<file path="config.mk">
export PLATFORM = sky130hd
export DESIGN_NAME = imem_boot_loader
export DESIGN_NICKNAME = d
export VERILOG_FILES = /design/src/rtl/imem_boot_loader.sv
export SDC_FILE = /design/constraint.sdc
export NUM_CORES = 1
export LEC_CHECK = 0
export CAP_MARGIN = 30
export CORE_MARGIN = 1.5
export CORE_UTILIZATION = 49
export CTS_CLUSTER_DIAMETER = 40
export DETAILED_ROUTE_END_ITERATION = 8
export GPL_ROUTABILITY_DRIVEN = 0
export PLACE_DENSITY = 0.86
export SKIP_LAST_GASP = 1
export SLEW_MARGIN = 20
export SYNTH_ARGS = -nofsm -noshare
export SYNTH_HDL_FRONTEND = slang
export SYNTH_SLANG_ARGS = --single-unit
export TNS_END_PERCENT = 1
</file>
<file path="constraint.sdc">
create_clock -name clk -period 2.2 [get_ports clk]
set_input_delay 0.44 -clock clk [delete_from_list [all_inputs] [get_ports clk]]
set_output_delay 0.44 -clock clk [all_outputs]
set_load 0.05 [all_outputs]
</file>
<file path="src/rtl/imem_boot_loader.sv">
// imem_boot_loader
//   Streams a program from a byte-serial link into instruction memory while
//   holding the CPU in reset. Frame: 16-bit big-endian word count N, then N
//   big-endian 32-bit words. Each assembled word is written with a one-cycle
//   im_we strobe at BASE_ADDR + index (wrapping modulo 2^ADDR_W). cpu_rst is
//   released together with done once the whole frame has been written.
//
//   Optional feature: define BOOT_CHECKSUM_EN to require one trailing byte
//   that makes the mod-256 sum of all frame bytes zero; a mismatch ends in the
//   error state with the CPU still held in reset.
//
// Ports
//   clk       in   system clock, rising edge
//   rst       in   synchronous active-high reset
//   rx_valid  in   byte available on rx_data
//   rx_data   in   incoming byte
//   rx_ready  out  loader accepts a byte (transfer = rx_valid & rx_ready)
//   im_we     out  one-cycle instruction-memory write strobe
//   im_addr   out  write word address
//   im_wdata  out  write data
//   cpu_rst   out  reset to the CPU, high until load completes
//   done      out  load completed (sticky until rst)
//   err       out  load aborted (sticky until rst)
module imem_boot_loader #(
    parameter int unsigned ADDR_W    = 10,
    parameter int unsigned BASE_ADDR = 0,
    parameter int unsigned MAX_WORDS = 1024
) (
    input  logic              clk,
    input  logic              rst,
    input  logic              rx_valid,
    input  logic [7:0]        rx_data,
    output logic              rx_ready,
    output logic              im_we,
    output logic [ADDR_W-1:0] im_addr,
    output logic [31:0]       im_wdata,
    output logic              cpu_rst,
    output logic              done,
    output logic              err
);

`ifdef BOOT_CHECKSUM_EN
    typedef enum logic [2:0] {S_LEN_HI, S_LEN_LO, S_DATA, S_CHK, S_DONE, S_ERR} state_t;
`else
    typedef enum logic [2:0] {S_LEN_HI, S_LEN_LO, S_DATA, S_DONE, S_ERR} state_t;
`endif

    state_t              state_q, state_d;
    logic                ready_q, ready_d;
    logic [15:0]         len_q, len_d;
    logic [1:0]          byte_cnt_q, byte_cnt_d;
    logic [15:0]         word_cnt_q, word_cnt_d;
    logic [23:0]         shift_q, shift_d;
    logic                we_q, we_d;
    logic [ADDR_W-1:0]   addr_q, addr_d;
    logic [31:0]         wdata_q, wdata_d;
    logic                cpu_rst_q, cpu_rst_d;
    logic                done_q, done_d;
    logic                err_q, err_d;
    logic                done_now;
    logic                xfer;
    logic [15:0]         len_full;
`ifdef BOOT_CHECKSUM_EN
    logic [7:0]          sum_q, sum_d;
    logic [7:0]          sum_next;
`endif

    assign xfer     = rx_valid & ready_q;
    assign len_full = {len_q[15:8], rx_data};
`ifdef BOOT_CHECKSUM_EN
    assign sum_next = sum_q + rx_data;
`endif

    always_comb begin
        state_d    = state_q;
        len_d      = len_q;
        byte_cnt_d = byte_cnt_q;
        word_cnt_d = word_cnt_q;
        shift_d    = shift_q;
        we_d       = 1'b0;
        addr_d     = addr_q;
        wdata_d    = wdata_q;
        done_now   = 1'b0;
`ifdef BOOT_CHECKSUM_EN
        sum_d      = sum_q;
`endif

        case (state_q)
            S_LEN_HI: begin
                if (xfer) begin
                    len_d[15:8] = rx_data;
                    state_d     = S_LEN_LO;
`ifdef BOOT_CHECKSUM_EN
                    sum_d       = sum_next;
`endif
                end
            end
            S_LEN_LO: begin
                if (xfer) begin
                    len_d = len_full;
`ifdef BOOT_CHECKSUM_EN
                    sum_d = sum_next;
`endif
                    if (32'(len_full) > MAX_WORDS) begin
                        state_d = S_ERR;
                    end else if (len_full == 16'd0) begin
`ifdef BOOT_CHECKSUM_EN
                        state_d = S_CHK;
`else
                        // Empty program: release the CPU on this very edge.
                        state_d  = S_DONE;
                        done_now = 1'b1;
`endif
                    end else begin
                        state_d = S_DATA;
                    end
                end
            end
            S_DATA: begin
                if (xfer) begin
                    byte_cnt_d = byte_cnt_q + 2'd1;
                    shift_d    = {shift_q[15:0], rx_data};
`ifdef BOOT_CHECKSUM_EN
                    sum_d      = sum_next;
`endif
                    if (byte_cnt_q == 2'd3) begin
                        we_d       = 1'b1;
                        wdata_d    = {shift_q, rx_data};
                        addr_d     = ADDR_W'(BASE_ADDR) + ADDR_W'(word_cnt_q);
                        word_cnt_d = word_cnt_q + 16'd1;
                        if (word_cnt_q + 16'd1 == len_q) begin
`ifdef BOOT_CHECKSUM_EN
                            state_d = S_CHK;
`else
                            // done follows one cycle later, after the write strobe.
                            state_d = S_DONE;
`endif
                        end
                    end
                end
            end
`ifdef BOOT_CHECKSUM_EN
            S_CHK: begin
                if (xfer) begin
                    if (sum_next == 8'h00) begin
                        state_d  = S_DONE;
                        done_now = 1'b1;
                    end else begin
                        state_d = S_ERR;
                    end
                end
            end
`endif
            S_DONE: ;
            S_ERR:  ;
            default: state_d = S_LEN_HI;
        endcase

        ready_d   = (state_d != S_DONE) && (state_d != S_ERR);
        done_d    = done_q | done_now | (state_q == S_DONE);
        err_d     = err_q | (state_d == S_ERR);
        cpu_rst_d = ~done_d;
    end

    always_ff @(posedge clk) begin
        if (rst) begin
            state_q    <= S_LEN_HI;
            ready_q    <= 1'b0;
            len_q      <= '0;
            byte_cnt_q <= '0;
            word_cnt_q <= '0;
            shift_q    <= '0;
            we_q       <= 1'b0;
            addr_q     <= ADDR_W'(BASE_ADDR);
            wdata_q    <= '0;
            cpu_rst_q  <= 1'b1;
            done_q     <= 1'b0;
            err_q      <= 1'b0;
`ifdef BOOT_CHECKSUM_EN
            sum_q      <= '0;
`endif
        end else begin
            state_q    <= state_d;
            ready_q    <= ready_d;
            len_q      <= len_d;
            byte_cnt_q <= byte_cnt_d;
            word_cnt_q <= word_cnt_d;
            shift_q    <= shift_d;
            we_q       <= we_d;
            addr_q     <= addr_d;
            wdata_q    <= wdata_d;
            cpu_rst_q  <= cpu_rst_d;
            done_q     <= done_d;
            err_q      <= err_d;
`ifdef BOOT_CHECKSUM_EN
            sum_q      <= sum_d;
`endif
        end
    end

    assign rx_ready = ready_q;
    assign im_we    = we_q;
    assign im_addr  = addr_q;
    assign im_wdata = wdata_q;
    assign cpu_rst  = cpu_rst_q;
    assign done     = done_q;
    assign err      = err_q;

endmodule
</file>
Yosys cells after proc, flatten, opt, wreduce, memory -nomap -nowiden
Cells that the tools add are included.
Storage, ports and cells
  register bits: 108
  input bits: 11
  output and inout bits: 47
  logic and storage cells: 57
Cells by class
  add/sub/neg operators: 2
  $lt $le $gt $ge: 1
  equality and inequality tests: 9
  multiplexer cells: 15
  bitwise operators: 8
  reductions and logical operators: 9
Operators with widths (number)
  $mux W3: 6
  $add A16 B1 Y16 const B: 1
  $eq A16 B16 Y1: 1
  $gt A16 B11 Y1 const B: 1
  $logic_not A16 Y1: 1
  $pmux W8 S2: 1
  $pmux W3 S4: 1
  $mux W8: 1
  $eq A3 B2 Y1 const B: 2
  $eq A3 B3 Y1 const B: 2
  $mux W1: 6
  $reduce_and A3 Y1: 2
  $not A1 Y1: 4
  $reduce_and A2 Y1: 2
  $eq A3 B1 Y1 const B: 1
  $logic_not A3 Y1: 1
  $ne A3 B2 Y1 const B: 1
  $ne A3 B3 Y1 const B: 1
  $or A1 B1 Y1: 3
  $reduce_or A3 Y1: 1
  $add A2 B1 Y2 const B: 1
  $eq A2 B2 Y1 const B: 1
  $reduce_or A2 Y1: 1
  $and A1 B1 Y1: 1
  $logic_and A1 B1 Y1: 1

Logic depth before layout (Yosys ltp)
  depth in word-level cells: 8
  mapped depth: 9

Worst setup path after synthesis
No wires, ideal clock.
  path kind: register to register
  start: reg ready_q (netlist: rx_ready)
  end: reg ready_q (netlist: rx_ready)
  data arrival time: 2.563 ns
  required time: 2.070 ns
  path slack: -0.493 ns
  cell stages (with the launch flop): 9
  buffers on the path: 1
  path through: dfxtp_1 nand2_1 nor4b_4 and2_1 buf_4 o211ai_1 or4_1 nor4_2 o22ai_1
On the way
  cells in the longest elaborated chain, start to end: 5
RTL lines
  start, declared: line 49  | logic ready_q, ready_d;
  start signal, assigned: line 184  | ready_q <= ready_d;
  $and A1 B1 Y1 (*): line 68  | assign xfer = rx_valid & ready_q;
  $mux W3, on equally long branches: line 120, 90, 99
  $pmux W3 S4 (*): line 88  | case (state_q)
  $ne A3 B2 Y1 or $ne A3 B3 Y1 (tied branches): line 159  | ready_d = (state_d != S_DONE) && (state_d != S_ERR);
  $logic_and A1 B1 Y1 (*): line 159
Mark *: on every way between the ends. The rest lies on a longest branch, timed or not.
A chain may end at the register's enable or synchronous reset.

Final worst setup path
  start: reg word_cnt_q[0]
  end: reg ready_q (netlist: rx_ready)
On the way
  cells in the longest elaborated chain, start to end: 8
RTL lines
  start, declared: line 52  | logic [15:0] word_cnt_q, word_cnt_d;
  start signal, assigned: line 187  | word_cnt_q <= word_cnt_d;
  $add A16 B1 Y16 (*): line 131  | if (word_cnt_q + 16'd1 == len_q) begin
  $eq A16 B16 Y1 (*): line 131
  $mux W3 (*): line 131
  $mux W3 (*): line 126  | if (byte_cnt_q == 2'd3) begin
  $mux W3 (*): line 120  | if (xfer) begin
  $pmux W3 S4 (*): line 88
  $ne A3 B2 Y1 or $ne A3 B3 Y1 (tied branches): line 159
  $logic_and A1 B1 Y1 (*): line 159
Marked as above.

==> impl_metrics.ini <==
[synth]
netlist_area_sq_um = 4430
yosysTopAreaCell = dfxtp_1
synth_top_area_frac = 0.488
synthFlopType = dfxtp_1
syn_area_per_cell_sq_um = 7.94
syn_inst = 558
ys_seq_area_frac = 0.488
synth_most_common_cell = nand2_1
synth_edf_count = 0
ys_seq_elements = 108
ys_top_cells_by_count = 161 x nand2_1, 108 x dfxtp_1, 87 x a21oi_1
ys_types = 42
synth_nets = 571
yosys-top-cells-area = dfxtp_1 49%, nand2_1 14%, a21oi_1 9.8%
async_flop_share = 0
yosys_warnings = 0

[setup_path]
crit_arrival_ps = 2460
cp-end-kind = flop
path_class = flop to flop
rr_startpoint = word_cnt_q[0]
r2r_end = rx_ready
start_kind = flop
reg2reg_depth = 8
cp_max_fo = 4
r2r_slack_ps = -10
required_ps = 2450

[min_path]
hold_depth = 2
hp-start = im_addr[9]
hp-class = flop to flop
worstHoldEndpoint = im_addr[9]

[timing]
final-setup-viol-count = 1
fin_crit_ps = 2210
hold_viol = 0
timing.hold.ws_ps = 459
slew_headroom = 0.651
setup_ws_ps = -12.2
worst_slew_pin_slew_ps = 522
min_period_over_period = 1.01
fin_skew_ps = 10.6
maxSlewViolCount = 0
fmax_mhz = 452
rsz0062_at_grt = yes

[job]
drv_cap = 0

[floorplanning]
placementRows = 34
start_util = 0.508
ios = 58
placeableCoreArea_sq_um = 8720
die_area_sq_um = 9620
fp.dieH_um = 98.1
die_w_um = 98.1

[route]
routed_wl_um = 11600
drc = 0
detail_route.wl_per_cell_um = 15.5
dr.pass1.iters = 5
drt_iter0_drc = 261
antenna_violating_nets_post_route = 0
avgViaCountPerCell = 5.66
via_count = 4225

[place]
placed_area_sq_um = 5330
io_buffer_count = 57
post-dp-hpwl_um = 7680
place_ws_ps = -320

[pwr]
ir_worst_vdd_v = 0.000425
leakagePower_nw = 1.97
power_density_nw_per_um2 = 644

[grt]
grt_max_degree = 46
antenna_found_initial = 0
grt_pass1_wl_um = 17800
grt_pass1_vias = 3791
overflow = 0
track_usage = 0.227

[run_status]
violations = negative setup slack
status = complete, but fails checks

[layout]
design_area_sq_um = 5670
fill_cells = 665
syn2layout_area_growth_pct = 27.9
fin_nets = 647
antenna_cells = 0
layout-drive-gt1-share = 0.139

[clock_tree]
hold_buffers = 0
cts_tree = yes
cts-buffers-inserted = 9
htreeDepth = 3
cts_num_sinks = 108
clk_pin_slew_ps = 100
max-clock-path-buffers = 2
clkLatencyLatePin_ps = 380
root_buffer = clkbuf_8
## stage by stage
stage	setup TNS, ps	instances	utilization	total power, mW
2_1_floorplan	0	558	-	2.36
3_3_place_gp	-2350	725	0.611	2.51
3_5_place_dp	-6250	725	0.611	2.53
4_1_cts	0	741	0.632	3.65
5_1_grt	-101	747	0.650	3.78
6_report	-12.2	747	0.650	3.65
## cell type report
class | count | area (sq um) | area share
multi-input cells | 408 | 2200 | 0.388
flip-flops and latches | 108 | 2180 | 0.386
repair buffers | 104 | 957 | 0.169
well taps | 108 | 135 | 0.0238
clock buffers | 10 | 128 | 0.0225
clock inverters | 6 | 53.8 | 0.00949
inverters | 3 | 11.3 | 0.00199
## report_power, final
group          internal [mW]  switching (mW)
combinational          0.192           0.268
clock                  0.435           0.701
sequential              2.00          0.0578
total                   2.62            1.03
## routing by layer
| metal | share of wire | GRT usage | wire length [um] |
|---|---|---|---|
| met1 | 0.40 | 0.291 | 4690 |
| met2 | 0.51 | 0.382 | 5860 |
| met3 | 0.067 | 0.0365 | 781 |
| met4 | 0.023 | 0.0879 | 268 |
| met5 | 0 | 0 | 0 |
## critical path: stages, from the launching register on
cell and delay, ps:
dfxtp_4 380, ha_4 160, buf_4 150, xor2_1 140
o21ai_0 220, a21oi_1 140, or4_4 510, nor4_4 260
o22ai_1 140
## placed cells by master, fill, tap and decap left out, types with 2 or more instances in the layout
master           netlist  final
a211oi_1               2      2
a21oi_1               87     86
a31oi_1                4      4
and4_1                 3      2
buf_12                 0      2
buf_4                  1     42
buf_6                  0      3
clkbuf_8               0      9
clkdlybuf4s50_1        0     55
dfxtp_1              108    100
dfxtp_2                0      3
dfxtp_4                0      5
inv_1                  3      3
inv_6                  0      3
mux2i_1                9      9
nand2_1              161    160
nand2b_1               2      2
nand3_1               16     15
nand3b_1               2      2
nand4_1                3      3
nor2_1                34     34
nor2b_1                3      3
nor3_1                 8      5
nor3_2                 0      3
nor4_1                 4      4
o211ai_1               2      2
o21ai_0               11     11
or3_1                  5      5
or4_1                  3      2
xnor2_1               14     13
xor2_1                17     16
## logic make-up after synthesis
logic type	count (synthesis)	share of synthesized area
AO/OA/AOI/OAI	114	0.138
XOR/XNOR	31	0.0613
adder cells (fa/ha/maj)	2	0.00565
buffers and inverters	42	0.0373
flip-flops	108	0.488
multiplexers	9	0.0203
AND/OR/NAND/NOR	252	0.250
## registers in the layout, indices dropped and copies added (netlist names)
name,count
done,1
rx_ready,1
im_addr,10
shift_q,24
err,1
cpu_rst,1
byte_cnt_q,2
word_cnt_q,16
len_q,16
state_q,3
im_we,1
im_wdata,32
## how the worst max path moves through the flow
stage | startpoint | to | slack (ps) | cells past startpoint
CTS | word_cnt_q[0] | rx_ready | 10 | 7
finish | word_cnt_q[0] | rx_ready | -10 | 8
floorplan | rx_ready | rx_ready | 40 | 8
detailed placement | rx_valid | rx_ready | -320 | 8
global route | word_cnt_q[1] | rx_ready | -80 | 8
global placement | rx_valid | rx_ready | -220 | 8
## what timing repair did
item	4_1_cts	5_1_grt
endpoints found under the setup margin	1	3
resized for setup	1	30
pin swaps	0	11
buffers inserted	0	6
Power figures use the tool's default switching activity.
